## config.mk

```make
export PLATFORM = sky130hd
export DESIGN_NAME = mem_writer
export DESIGN_NICKNAME = d
export VERILOG_FILES = /design/src/rtl/mem_pkg.sv /design/src/rtl/mem_writer.sv
export SDC_FILE = /design/constraint.sdc
export NUM_CORES = 1
export LEC_CHECK = 0
export BUFFER_PORTS_ARGS = -buffer_cell sky130_fd_sc_hd__clkbuf_2
export CORE_UTILIZATION = 23
export CTS_BUF_LIST = sky130_fd_sc_hd__clkbuf_4 sky130_fd_sc_hd__clkbuf_8
export CTS_CLUSTER_SIZE = 8
export DETAILED_ROUTE_END_ITERATION = 10
export PLACE_DENSITY = 0.35
export SLEW_MARGIN = 20
export SYNTH_ARGS = -nofsm -noshare
export SYNTH_HDL_FRONTEND = slang
export SYNTH_SLANG_ARGS = --single-unit
```

## constraint.sdc

```tcl
create_clock -name clk -period 3 [get_ports clk]
set_input_delay 0.15 -clock clk [delete_from_list [all_inputs] [get_ports clk]]
set_output_delay 0.15 -clock clk [all_outputs]
set_load 0.05 [all_outputs]
```

## src/rtl/mem_pkg.sv

```systemverilog
// Shared types and default sizing for the run-time loadable memory.
// Imported by mem_writer.
package mem_pkg;

  typedef enum logic {
    IDLE  = 1'b0,
    CLEAR = 1'b1
  } state_t;

  localparam int DEF_DATA_WIDTH = 8;
  localparam int DEF_ADDR_WIDTH = 4;
  localparam int DEF_ADDR_LENTH = 16;

endpackage

```

## src/rtl/mem_writer.sv

```systemverilog
// Write-side loader for the lookup memory: handshake writes, auto fill,
// sequenced clear, async read port.
module mem_writer
  import mem_pkg::*;
#(
  parameter int DATA_WIDTH = DEF_DATA_WIDTH,
  parameter int ADDR_WIDTH = DEF_ADDR_WIDTH,
  parameter int ADDR_LENTH = DEF_ADDR_LENTH
) (
  input  logic                  clk,
  input  logic                  rst_n,
  input  logic                  clr,
  input  logic                  auto_inc,
  input  logic                  wr_valid,
  output logic                  wr_ready,
  input  logic [ADDR_WIDTH-1:0] wr_addr,
  input  logic [DATA_WIDTH-1:0] wr_data,
  input  logic [ADDR_WIDTH-1:0] rd_addr,
  output logic [DATA_WIDTH-1:0] rd_data,
  output logic                  busy,
  output logic                  full,
  output logic                  err,
  output logic [ADDR_WIDTH:0]   wr_count
);

  localparam logic [ADDR_WIDTH:0] LEN =
    (ADDR_WIDTH+1)'(ADDR_LENTH);
  localparam logic [ADDR_WIDTH-1:0] LAST =
    ADDR_WIDTH'(ADDR_LENTH - 1);

  state_t r_state;
  state_t w_next;

  logic [DATA_WIDTH-1:0] r_mem [ADDR_LENTH];
  logic [ADDR_WIDTH-1:0] r_ptr;
  logic [ADDR_WIDTH-1:0] r_clr_idx;
  logic [ADDR_WIDTH:0]   r_cnt;
  logic                  r_full;
  logic                  r_err;

  logic [ADDR_WIDTH-1:0] w_tgt;
  logic                  w_ready;
  logic                  w_busy;
  logic                  w_accept;
  logic                  w_in_range;
  logic                  w_clr_done;

  assign w_tgt      = auto_inc ? r_ptr : wr_addr;
  assign w_in_range = ({1'b0, w_tgt} < LEN);
  assign w_accept   = wr_valid && w_ready;
  assign w_clr_done = (r_state == CLEAR) && (r_clr_idx == LAST);

  assign wr_ready = w_ready;
  assign busy     = w_busy;
  assign full     = r_full;
  assign err      = r_err;
  assign wr_count = r_cnt;

  assign rd_data = ({1'b0, rd_addr} < LEN) ?
                   r_mem[rd_addr] : '0;

  // State register.
  always_ff @(posedge clk or negedge rst_n) begin
    if (!rst_n) r_state <= IDLE;
    else        r_state <= w_next;
  end

  // Next state and handshake/busy outputs; clr wins over a write.
  always_comb begin
    w_next  = r_state;
    w_ready = 1'b0;
    w_busy  = 1'b0;
    unique case (r_state)
      IDLE: begin
        w_ready = !clr;
        if (clr) w_next = CLEAR;
      end
      CLEAR: begin
        w_busy = 1'b1;
        if (r_clr_idx == LAST) w_next = IDLE;
      end
    endcase
  end

  // Storage: one entry zeroed per clear cycle, else accepted writes.
  always_ff @(posedge clk or negedge rst_n) begin
    if (!rst_n) begin
      for (int i = 0; i < ADDR_LENTH; i++) r_mem[i] <= '0;
    end else if (r_state == CLEAR) begin
      r_mem[r_clr_idx] <= '0;
    end else if (w_accept && w_in_range) begin
      r_mem[w_tgt] <= wr_data;
    end
  end

  // Clear sweep index, rearmed to 0 on the final clear cycle.
  always_ff @(posedge clk or negedge rst_n) begin
    if (!rst_n) begin
      r_clr_idx <= '0;
    end else if (r_state == CLEAR) begin
      r_clr_idx <= w_clr_done ? '0 : r_clr_idx + 1'b1;
    end
  end

  // Fill pointer, wrap flag, write counter and range-error pulse.
  always_ff @(posedge clk or negedge rst_n) begin
    if (!rst_n) begin
      r_ptr  <= '0;
      r_full <= 1'b0;
      r_cnt  <= '0;
      r_err  <= 1'b0;
    end else begin
      r_err <= w_accept && !auto_inc && !w_in_range;
      if (w_clr_done) begin
        r_ptr  <= '0;
        r_full <= 1'b0;
        r_cnt  <= '0;
      end else if (w_accept) begin
        if (r_cnt != '1) r_cnt <= r_cnt + 1'b1;
        if (auto_inc) begin
          if (r_ptr == LAST) begin
            r_ptr  <= '0;
            r_full <= 1'b1;
          end else begin
            r_ptr <= r_ptr + 1'b1;
          end
        end
      end
    end
  end

endmodule

```

==> results of run 1 <==
==> routing by layer <==
layer	part of all wire, %	global-route usage [%]
met1	48	19.44
met2	48	23.48
met3	2.9	2.773
met4	1.1	4.467
met5	0	0
==> path summary, 6_finish.rpt <==
kind,startpoint,endpoint,cells past startpoint
worst max-delay path,r_mem[44],rd_data[4],4
worst min-delay path,wr_data[7],r_mem[7],3
worst max register to register,wr_count[0],wr_count[3],6
worst min register to register,full,full,2
max in group asynchronous,rst_n,r_ptr[2],3
min in group asynchronous,rst_n,r_mem[124],2
==> cell usage in the layout (no fill, tap or decap), types with 2 or more instances in the layout <==
master	count
sky130_fd_sc_hd__o2111ai_4	16
sky130_fd_sc_hd__nand4_1	4
sky130_fd_sc_hd__clkinv_2	2
sky130_fd_sc_hd__a22oi_1	16
sky130_fd_sc_hd__mux2i_1	128
sky130_fd_sc_hd__ha_1	7
sky130_fd_sc_hd__nor3b_2	3
sky130_fd_sc_hd__clkbuf_8	20
sky130_fd_sc_hd__bufinv_16	5
sky130_fd_sc_hd__mux2_2	2
sky130_fd_sc_hd__o21ai_0	15
sky130_fd_sc_hd__nor2b_1	2
sky130_fd_sc_hd__clkbuf_2	35
sky130_fd_sc_hd__inv_1	12
sky130_fd_sc_hd__or3_1	3
sky130_fd_sc_hd__buf_4	23
sky130_fd_sc_hd__a41oi_1	2
sky130_fd_sc_hd__and3b_1	3
sky130_fd_sc_hd__a21oi_1	7
sky130_fd_sc_hd__dlygate4sd3_1	4
sky130_fd_sc_hd__dfrtp_1	143
sky130_fd_sc_hd__nand2_1	142
sky130_fd_sc_hd__nor2_1	5
sky130_fd_sc_hd__mux4_2	32
sky130_fd_sc_hd__mux2i_4	2
sky130_fd_sc_hd__a22o_1	2
sky130_fd_sc_hd__nand4b_1	8
sky130_fd_sc_hd__and3_1	2
sky130_fd_sc_hd__clkinvlp_4	2
sky130_fd_sc_hd__nand3_1	4
sky130_fd_sc_hd__nand4bb_1	5
sky130_fd_sc_hd__buf_12	2
==> sequential cells by signal (all words and copies together), names as in the netlist <==
| register | count |
|---|---|
| r_clr_idx | 4 |
| r_state | 1 |
| full | 1 |
| r_mem | 128 |
| r_ptr | 4 |
| wr_count | 5 |
==> stage by stage <==
stage                     cells  power [mW]
after floorplan             623       5.002
after global placement     1081       5.859
after detailed placement   1081       5.935
after CTS                  1116       7.804
after global routing       1116       8.217
final                      1116       7.696
==> cells by family (layout without fill, tap and decap cells) <==
logic type | Yosys count | after routing | share of synthesized area (%)
AND/OR/NAND/NOR | 190 | 190 | 12.02
multiplexers | 164 | 164 | 27.16
flip-flops | 143 | 143 | 46.97
AO/OA/AOI/OAI | 60 | 60 | 9.197
buffers and inverters | 57 | 108 | 3.334
adder cells (fa/ha/maj) | 7 | 7 | 1.150
other | 1 | 1 | 0.04922
XOR/XNOR | 1 | 1 | 0.1150
==> worst min-delay path: stages <==
cell	delay, ns
sky130_fd_sc_hd__clkbuf_2	0.09
sky130_fd_sc_hd__o21ai_0	0.07
sky130_fd_sc_hd__mux2i_1	0.14
==> timing repair <==
item,in CTS,in global routing
setup buffers,0,0
endpoints found under the hold margin,73,0
hold buffers,4,0
resized for setup,0,0
==> final cells by class <==
class | count | area share, %
Tap cell | 442 | 6.232
Clock inverter | 10 | 2.073
Clock buffer | 21 | 3.187
Inverter | 12 | 0.5076
Sequential cell | 143 | 40.33
Timing Repair Buffer | 65 | 4.949
Multi-Input combinational cell | 423 | 42.72
==> power by group through the flow <==
stage               registers (mW)  clock network, mW  logic (mW)
floorplan                     3.17                  0        1.84
global placement              3.38                  0        2.48
detailed placement            3.38                  0        2.56
CTS                           3.35               1.89        2.57
global route                  3.45               1.97        2.79
finish                        3.35               1.83        2.52
==> impl_results.html, run 1 <==
<table>
<tr><th>Metric</th><th>Value</th></tr>
<tr><th colspan="2">Yosys</th></tr>
<tr><td>Number of warnings reported in the yosys synthesis log</td><td>0</td></tr>
<tr><td>Cell type contributing the most total cell area after synthesis</td><td>sky130_fd_sc_hd__dfrtp_1</td></tr>
<tr><td>Most instantiated cells after synthesis</td><td>143 x sky130_fd_sc_hd__dfrtp_1, 142 x sky130_fd_sc_hd__nand2_1, 128 x sky130_fd_sc_hd__mux2i_1</td></tr>
<tr><td>Number of synthesized flops with an enable pin</td><td>0</td></tr>
<tr><td>Most numerous cell in the Yosys netlist</td><td>sky130_fd_sc_hd__dfrtp_1</td></tr>
<tr><td>Top post-synthesis cells by area</td><td>sky130_fd_sc_hd__dfrtp_1 47%, sky130_fd_sc_hd__mux2i_1 17%, sky130_fd_sc_hd__mux4_2 9.5%</td></tr>
<tr><td>Share of Yosys cell area claimed by the top area cell type</td><td>between 40% and 50%</td></tr>
<tr><td>Flop and latch count out of synthesis</td><td>~140</td></tr>
<tr><td>Share of the yosys chip area belonging to registers</td><td>a little under half</td></tr>
<tr><td>Most instantiated flip-flop cell in the synthesis netlist</td><td>sky130_fd_sc_hd__dfrtp_1</td></tr>
<tr><td>Number of library cell types mapped by synthesis</td><td>between 40 and 50</td></tr>
<tr><td>Net count of the mapped netlist</td><td>651</td></tr>
<tr><td>Post-synthesis average cell area</td><td>approximately 12 µm²</td></tr>
<tr><td>Asr flop ratio synth</td><td>100.0%</td></tr>
<tr><td>Post-Synthesis Cell Area</td><td>between 7000 and 8000 µm²</td></tr>
<tr><td>Gate count after technology mapping</td><td>623</td></tr>
<tr><th colspan="2">GRT</th></tr>
<tr><td>Maximum number of pins on one net before global-route repair</td><td>74</td></tr>
<tr><td>All-layer global routing usage</td><td>14.49%</td></tr>
<tr><td>Via count of the first global-routing pass</td><td>between 5,000 and 6,000</td></tr>
<tr><td>Wire length of the first global-routing pass</td><td>35,420 µm</td></tr>
<tr><td>Total gr overflow</td><td>0</td></tr>
<tr><td>Initial antenna violation count</td><td>0</td></tr>
<tr><th colspan="2">Critical path</th></tr>
<tr><td>Series of cell instances along the critical path</td><td>mux4_2 -&gt; a22oi_1 -&gt; nand2_1 -&gt; clkbuf_2</td></tr>
<tr><td>Largest fanout on the critical path</td><td>2</td></tr>
<tr><td>Max incr delay on CP</td><td>0.51 ns</td></tr>
<tr><td>Reg2Reg Setup Slack</td><td>around 0.8 ns</td></tr>
<tr><td>Worst endpoint data arrival time</td><td>2.10 ns</td></tr>
<tr><td>Top delay family on crit path</td><td>multiplexers</td></tr>
<tr><td>Slowest CP cell</td><td>sky130_fd_sc_hd__mux4_2</td></tr>
<tr><td>Launching element type of the critical path</td><td>flip-flop</td></tr>
<tr><td>Type of element capturing the critical path</td><td>primary output</td></tr>
<tr><td>CP bufs+invs</td><td>1</td></tr>
<tr><td>Critical path class</td><td>flip-flop to primary output</td></tr>
<tr><td>Data required time of the worst path</td><td>about 2.9 ns</td></tr>
<tr><th colspan="2">Layout</th></tr>
<tr><td>Cell area after layout</td><td>about 8900 µm²</td></tr>
<tr><td>Total inserted antenna cells</td><td>0</td></tr>
<tr><td>Reg area</td><td>~3600 µm²</td></tr>
<tr><td>Util after Layout</td><td>between 20% and 30%</td></tr>
<tr><td>Count of filler cells inserted in the layout</td><td>3,404</td></tr>
<tr><td>Share of final-layout standard cells stronger than drive strength 1</td><td>22.26%</td></tr>
<tr><td>Growth of design area from synthesis to finish</td><td>16.47%</td></tr>
<tr><td>Multi-input gate area</td><td>3791 µm²</td></tr>
<tr><td>Final layout net count</td><td>between 600 and 700</td></tr>
<tr><th colspan="2">Clock tree</th></tr>
<tr><td>Clock Sinks</td><td>143</td></tr>
<tr><td>Maximum buffer depth of the clock tree</td><td>2</td></tr>
<tr><td>CTS root buffer</td><td>sky130_fd_sc_hd__clkbuf_8</td></tr>
<tr><td>Clk slew on worst S/H paths</td><td>0.09 ns</td></tr>
<tr><td>Number of buffers inserted during clock tree synthesis</td><td>17</td></tr>
<tr><td>H-Tree Depth</td><td>4</td></tr>
<tr><td>Latest clock arrival within the worst-skew pair</td><td>between 0.4 and 0.5 ns</td></tr>
<tr><td>Clock tree from TritonCTS</td><td>done</td></tr>
<tr><th colspan="2">Power and ir drop</th></tr>
<tr><td>Net Sw Frac</td><td>37.05%</td></tr>
<tr><td>Cell Pwr Density</td><td>867.3 nW/µm²</td></tr>
<tr><td>Sw Pwr</td><td>2.851 mW</td></tr>
<tr><td>Internal power consumption</td><td>4.845 mW</td></tr>
<tr><td>Cell leakage power</td><td>4.553 nW</td></tr>
<tr><td>Logic pwr share</td><td>32.7%</td></tr>
<tr><td>Clock Power Share</td><td>23.8%</td></tr>
<tr><td>Peak ir drop on the vdd network</td><td>0.0002372 V</td></tr>
<tr><td>Seq pwr share</td><td>43.5%</td></tr>
<tr><th colspan="2">Drt</th></tr>
<tr><td>Wirelength, routed</td><td>approximately 23,000 µm</td></tr>
<tr><td># DRC</td><td>0</td></tr>
<tr><td>First-pass iteration count of the detailed router</td><td>4</td></tr>
<tr><td>Number of DRC markers in iteration 0</td><td>268</td></tr>
<tr><td>Avg WL per Cell</td><td>between 20 and 25 µm</td></tr>
<tr><td>Via/cell ratio</td><td>4.531</td></tr>
<tr><td>Count of vias placed by the detailed router</td><td>5,057</td></tr>
<tr><td>Remaining antenna violation count after routing</td><td>0</td></tr>
<tr><th colspan="2">Timing</th></tr>
<tr><td>Total of endpoints with negative setup slack in the final report</td><td>0</td></tr>
<tr><td>Sum of negative setup slack</td><td>0 ns</td></tr>
<tr><td>Unrepaired setup endpoints after global routing</td><td>false</td></tr>
<tr><td>Tightest hold margin</td><td>0.03510 ns</td></tr>
<tr><td>Relative slew margins</td><td>a little under a third</td></tr>
<tr><td>Number of hold violations in the final report</td><td>0</td></tr>
<tr><td>Transition time of the tightest slew-check pin</td><td>1.042 ns</td></tr>
<tr><td>Period utilization</td><td>between 70% and 80%</td></tr>
<tr><td>Period minus WS final</td><td>about 2.2 ns</td></tr>
<tr><td>Post-Route Skew</td><td>roughly 0.019 ns</td></tr>
<tr><td>Slew Limit Fails</td><td>0</td></tr>
<tr><td>Setup WS post-layout</td><td>0.7534 ns</td></tr>
<tr><td>Highest attainable clock frequency</td><td>445.1 MHz</td></tr>
<tr><th colspan="2">Placed design</th></tr>
<tr><td>DP Area</td><td>8367 µm²</td></tr>
<tr><td>DP HPWL</td><td>16,020 µm</td></tr>
<tr><td>Worst slack at placement</td><td>0.7991 ns</td></tr>
<tr><td>Port bufs</td><td>36</td></tr>
<tr><td>Routability congestion estimate</td><td>slightly above 0.7</td></tr>
<tr><th colspan="2">Floorplan</th></tr>
<tr><td>Initial standard-cell utilization of the core</td><td>between 20% and 30%</td></tr>
<tr><td>Number of primary I/O pins</td><td>38</td></tr>
<tr><td>DIE WIDTH</td><td>roughly 180 µm</td></tr>
<tr><td>Number of standard-cell rows in the floorplan</td><td>66</td></tr>
<tr><td>Core box area</td><td>32,540 µm²</td></tr>
<tr><td>Full die area</td><td>roughly 34,000 µm²</td></tr>
<tr><td>Die H</td><td>184 µm</td></tr>
<tr><th colspan="2">Worst hold path</th></tr>
<tr><td>HP Class</td><td>input port to flip-flop</td></tr>
<tr><th colspan="2">Outcome</th></tr>
<tr><td>Outcome</td><td>finished, final reports clean</td></tr>
<tr><th colspan="2">Flow run</th></tr>
<tr><td>Number of violations of the max-capacitance limit</td><td>0</td></tr>
</table>
Power figures use the tool's default switching activity.
==> run 2, diff against run 1 <==
--- a/config.mk
+++ b/config.mk
@@ -10,7 +10,7 @@
 export CTS_BUF_LIST = sky130_fd_sc_hd__clkbuf_4 sky130_fd_sc_hd__clkbuf_8
 export CTS_CLUSTER_SIZE = 8
 export DETAILED_ROUTE_END_ITERATION = 10
-export PLACE_DENSITY = 0.35
+export PLACE_DENSITY = 0.36
 export SLEW_MARGIN = 20
 export SYNTH_ARGS = -nofsm -noshare
 export SYNTH_HDL_FRONTEND = slang
==> constraint.sdc (replaced) <==
create_clock -name clk -period 1.85 [get_ports clk]
set_input_delay 0.0925 -clock clk [delete_from_list [all_inputs] [get_ports clk]]
set_output_delay 0.0925 -clock clk [all_outputs]
set_load 0.05 [all_outputs]
==> impl_results.html, run 2 (same netlist as run 1, synthesis figures left out) <==
<table>
<tr><th>Metric</th><th>Value</th></tr>
<tr><th colspan="2">Outcome</th></tr>
<tr><td>Outcome</td><td>finished, violations left</td></tr>
<tr><td>Failing checks</td><td>negative setup slack</td></tr>
<tr><th colspan="2">Floorplan</th></tr>
<tr><td>DIE WIDTH</td><td>184 µm</td></tr>
<tr><td>Full die area</td><td>33,860 µm²</td></tr>
<tr><td>Number of primary I/O pins</td><td>38</td></tr>
<tr><td>Number of standard-cell rows in the floorplan</td><td>66</td></tr>
<tr><td>Die H</td><td>~180 µm</td></tr>
<tr><td>Initial standard-cell utilization of the core</td><td>roughly a quarter</td></tr>
<tr><td>Core box area</td><td>32,540 µm²</td></tr>
<tr><th colspan="2">Worst hold path</th></tr>
<tr><td>Instance count along the most critical hold path</td><td>3</td></tr>
<tr><td>Startpoint of the most critical hold path</td><td>wr_data[0]</td></tr>
<tr><td>HP Class</td><td>input port to flip-flop</td></tr>
<tr><td>WHS Endpoint</td><td>r_mem[0]</td></tr>
<tr><th colspan="2">Timing</th></tr>
<tr><td>Highest attainable clock frequency</td><td>between 500 and 600 MHz</td></tr>
<tr><td>Relative slew margins</td><td>36.96%</td></tr>
<tr><td>Setup WS post-layout</td><td>-0.1484 ns</td></tr>
<tr><td>Unrepaired setup endpoints after global routing</td><td>true</td></tr>
<tr><td>Tightest hold margin</td><td>0.04161 ns</td></tr>
<tr><td>Total of endpoints with negative setup slack in the final report</td><td>10</td></tr>
<tr><td>Period utilization</td><td>108.0%</td></tr>
<tr><td>Post-Route Skew</td><td>between 0.015 and 0.02 ns</td></tr>
<tr><td>Sum of negative setup slack</td><td>-1.118 ns</td></tr>
<tr><td>Period minus WS final</td><td>1.998 ns</td></tr>
<tr><td>Slew Limit Fails</td><td>0</td></tr>
<tr><td>Transition time of the tightest slew-check pin</td><td>0.9436 ns</td></tr>
<tr><td>Number of hold violations in the final report</td><td>0</td></tr>
<tr><th colspan="2">Power and ir drop</th></tr>
<tr><td>Peak ir drop on the vdd network</td><td>0.0005573 V</td></tr>
<tr><td>Cell leakage power</td><td>4.818 nW</td></tr>
<tr><td>Cell Pwr Density</td><td>1335 nW/µm²</td></tr>
<tr><th colspan="2">Layout</th></tr>
<tr><td>Final layout net count</td><td>730</td></tr>
<tr><td>Growth of design area from synthesis to finish</td><td>25.00%</td></tr>
<tr><td>Register name with the most flops</td><td>r_mem</td></tr>
<tr><td>Share of final-layout standard cells stronger than drive strength 1</td><td>30.25%</td></tr>
<tr><td>Count of filler cells inserted in the layout</td><td>3,363</td></tr>
<tr><td>Largest register FFs</td><td>128</td></tr>
<tr><td>Most common cell after layout, fill and taps aside</td><td>sky130_fd_sc_hd__dfrtp_1</td></tr>
<tr><td>Multi-input gate area</td><td>3934 µm²</td></tr>
<tr><td>Total inserted antenna cells</td><td>0</td></tr>
<tr><td>Commonest cells after routing, fill and taps aside</td><td>140 x sky130_fd_sc_hd__dfrtp_1, 135 x sky130_fd_sc_hd__nand2_1, 128 x sky130_fd_sc_hd__mux2i_1</td></tr>
<tr><td>Reg area</td><td>3582 µm²</td></tr>
<tr><th colspan="2">Critical path</th></tr>
<tr><td>Slowest CP cell</td><td>sky130_fd_sc_hd__mux4_2</td></tr>
<tr><td>Largest fanout on the critical path</td><td>2</td></tr>
<tr><td>Top delay family on crit path</td><td>multiplexers</td></tr>
<tr><td>Reg-to-reg startpoint</td><td>wr_count[0]</td></tr>
<tr><td>Data required time of the worst path</td><td>1.76 ns</td></tr>
<tr><td>Critical path class</td><td>flip-flop to primary output</td></tr>
<tr><td>CP bufs+invs</td><td>2</td></tr>
<tr><td>Type of element capturing the critical path</td><td>primary output</td></tr>
<tr><td>R2R depth</td><td>6</td></tr>
<tr><td>Reg2Reg Setup Slack</td><td>-0.11 ns</td></tr>
<tr><td>Worst endpoint data arrival time</td><td>between 1.5 and 2 ns</td></tr>
<tr><td>Launching element type of the critical path</td><td>flip-flop</td></tr>
<tr><td>Max incr delay on CP</td><td>0.51 ns</td></tr>
<tr><td>Capture instance of the worst register-to-register path</td><td>wr_count[3]</td></tr>
<tr><td>Series of cell instances along the critical path</td><td>mux4_2 -&gt; a22oi_2 -&gt; buf_6 -&gt; nand2_4 -&gt; buf_8</td></tr>
<tr><th colspan="2">GRT</th></tr>
<tr><td>Maximum number of pins on one net before global-route repair</td><td>67</td></tr>
<tr><td>Initial antenna violation count</td><td>0</td></tr>
<tr><td>Wire length of the first global-routing pass</td><td>36,360 µm</td></tr>
<tr><td>Via count of the first global-routing pass</td><td>~5,700</td></tr>
<tr><td>All-layer global routing usage</td><td>14.74%</td></tr>
<tr><td>Total gr overflow</td><td>0</td></tr>
<tr><th colspan="2">Clock tree</th></tr>
<tr><td>CTS root buffer</td><td>sky130_fd_sc_hd__clkbuf_8</td></tr>
<tr><td>Maximum buffer depth of the clock tree</td><td>2</td></tr>
<tr><td>H-Tree Depth</td><td>4</td></tr>
<tr><td>Clock tree from TritonCTS</td><td>done</td></tr>
<tr><td>Number of buffers inserted during clock tree synthesis</td><td>17</td></tr>
<tr><td>Clock Sinks</td><td>143</td></tr>
<tr><td>Clk slew on worst S/H paths</td><td>0.08 ns</td></tr>
<tr><td>Latest clock arrival within the worst-skew pair</td><td>between 0.4 and 0.5 ns</td></tr>
<tr><th colspan="2">Drt</th></tr>
<tr><td>Wirelength, routed</td><td>23,630 µm</td></tr>
<tr><td>Number of DRC markers in iteration 0</td><td>307</td></tr>
<tr><td>Avg WL per Cell</td><td>around 20 µm</td></tr>
<tr><td>Count of vias placed by the detailed router</td><td>5,269</td></tr>
<tr><td>Remaining antenna violation count after routing</td><td>0</td></tr>
<tr><td># DRC</td><td>0</td></tr>
<tr><td>Via/cell ratio</td><td>4.558</td></tr>
<tr><td>First-pass iteration count of the detailed router</td><td>5</td></tr>
<tr><th colspan="2">Placed design</th></tr>
<tr><td>Routability congestion estimate</td><td>0.7368</td></tr>
<tr><td>Port bufs</td><td>36</td></tr>
<tr><td>DP HPWL</td><td>16,220 µm</td></tr>
<tr><th colspan="2">Flow run</th></tr>
<tr><td>Number of violations of the max-capacitance limit</td><td>0</td></tr>
</table>
[run 2: worst max path at each step]
stage / from / end / slack, ns / cells after the start
2_1_floorplan: wr_count[0] / wr_count[2] / -0.23 / 6
3_3_place_gp: wr_count[0] / wr_count[2] / -0.10 / 6
3_5_place_dp: wr_count[0] / wr_count[3] / -0.11 / 6
4_1_cts: r_mem[39] / rd_data[7] / -0.21 / 5
5_1_grt: r_mem[39] / rd_data[7] / -0.22 / 5
6_report: r_mem[39] / rd_data[7] / -0.15 / 5
[run 2: where the power goes]
part / switching [mW] / internal, mW
logic: 2.68 / 2.17
clock network: 1.27 / 1.31
registers: 0.828 / 4.46
[run 2: repair_timing]
action	in CTS	in global routing
setup buffers	1	7
resized for setup	31	21
endpoints found under the hold margin	151	0
pin swaps	11	15
hold buffers	9	0
endpoints found under the setup margin	11	29
gates cloned	0	0
[run 2: cell type report]
| cell class | count | share of cell area [%] |
|---|---|---|
| timing repair buffer | 105 | 10.64 |
| inverter | 12 | 0.4730 |
| sequential | 143 | 37.62 |
| clock buffer | 21 | 2.969 |
| multi-input combinational | 423 | 41.31 |
| clock inverter | 10 | 1.182 |
| tap | 442 | 5.807 |
[run 2: layer usage]
layer / share of wire [%] / track usage [%] / wire length (µm)
met5: 0 / 0 / 0
met4: 0.99 / 3.433 / 234
met3: 2.4 / 2.199 / 557
met2: 48 / 24.29 / 11420
met1: 48 / 20.25 / 11420
[run 2: through the flow]
stage | power [mW] | setup slack, ns | instance area [µm²] | utilization, % | instances
global route | 13.52 | -0.2209 | 9523 | 29.27 | 1156
floorplan | 8.126 | -0.2307 | 7654 | - | 623
detailed placement | 9.793 | -0.1100 | 8775 | 26.97 | 1108
finish | 12.71 | -0.1484 | 9523 | 29.27 | 1156
CTS | 12.65 | -0.2067 | 9407 | 28.91 | 1149
global placement | 9.615 | -0.1048 | 8775 | 26.97 | 1108
[run 2: worst register-to-register path: stages, from the launching register on]
cell,delay (ns)
sky130_fd_sc_hd__dfrtp_2,0.44
sky130_fd_sc_hd__ha_4,0.16
sky130_fd_sc_hd__and3_4,0.18
sky130_fd_sc_hd__ha_4,0.15
sky130_fd_sc_hd__or4b_4,0.51
sky130_fd_sc_hd__or3_4,0.35
sky130_fd_sc_hd__a21oi_2,0.11
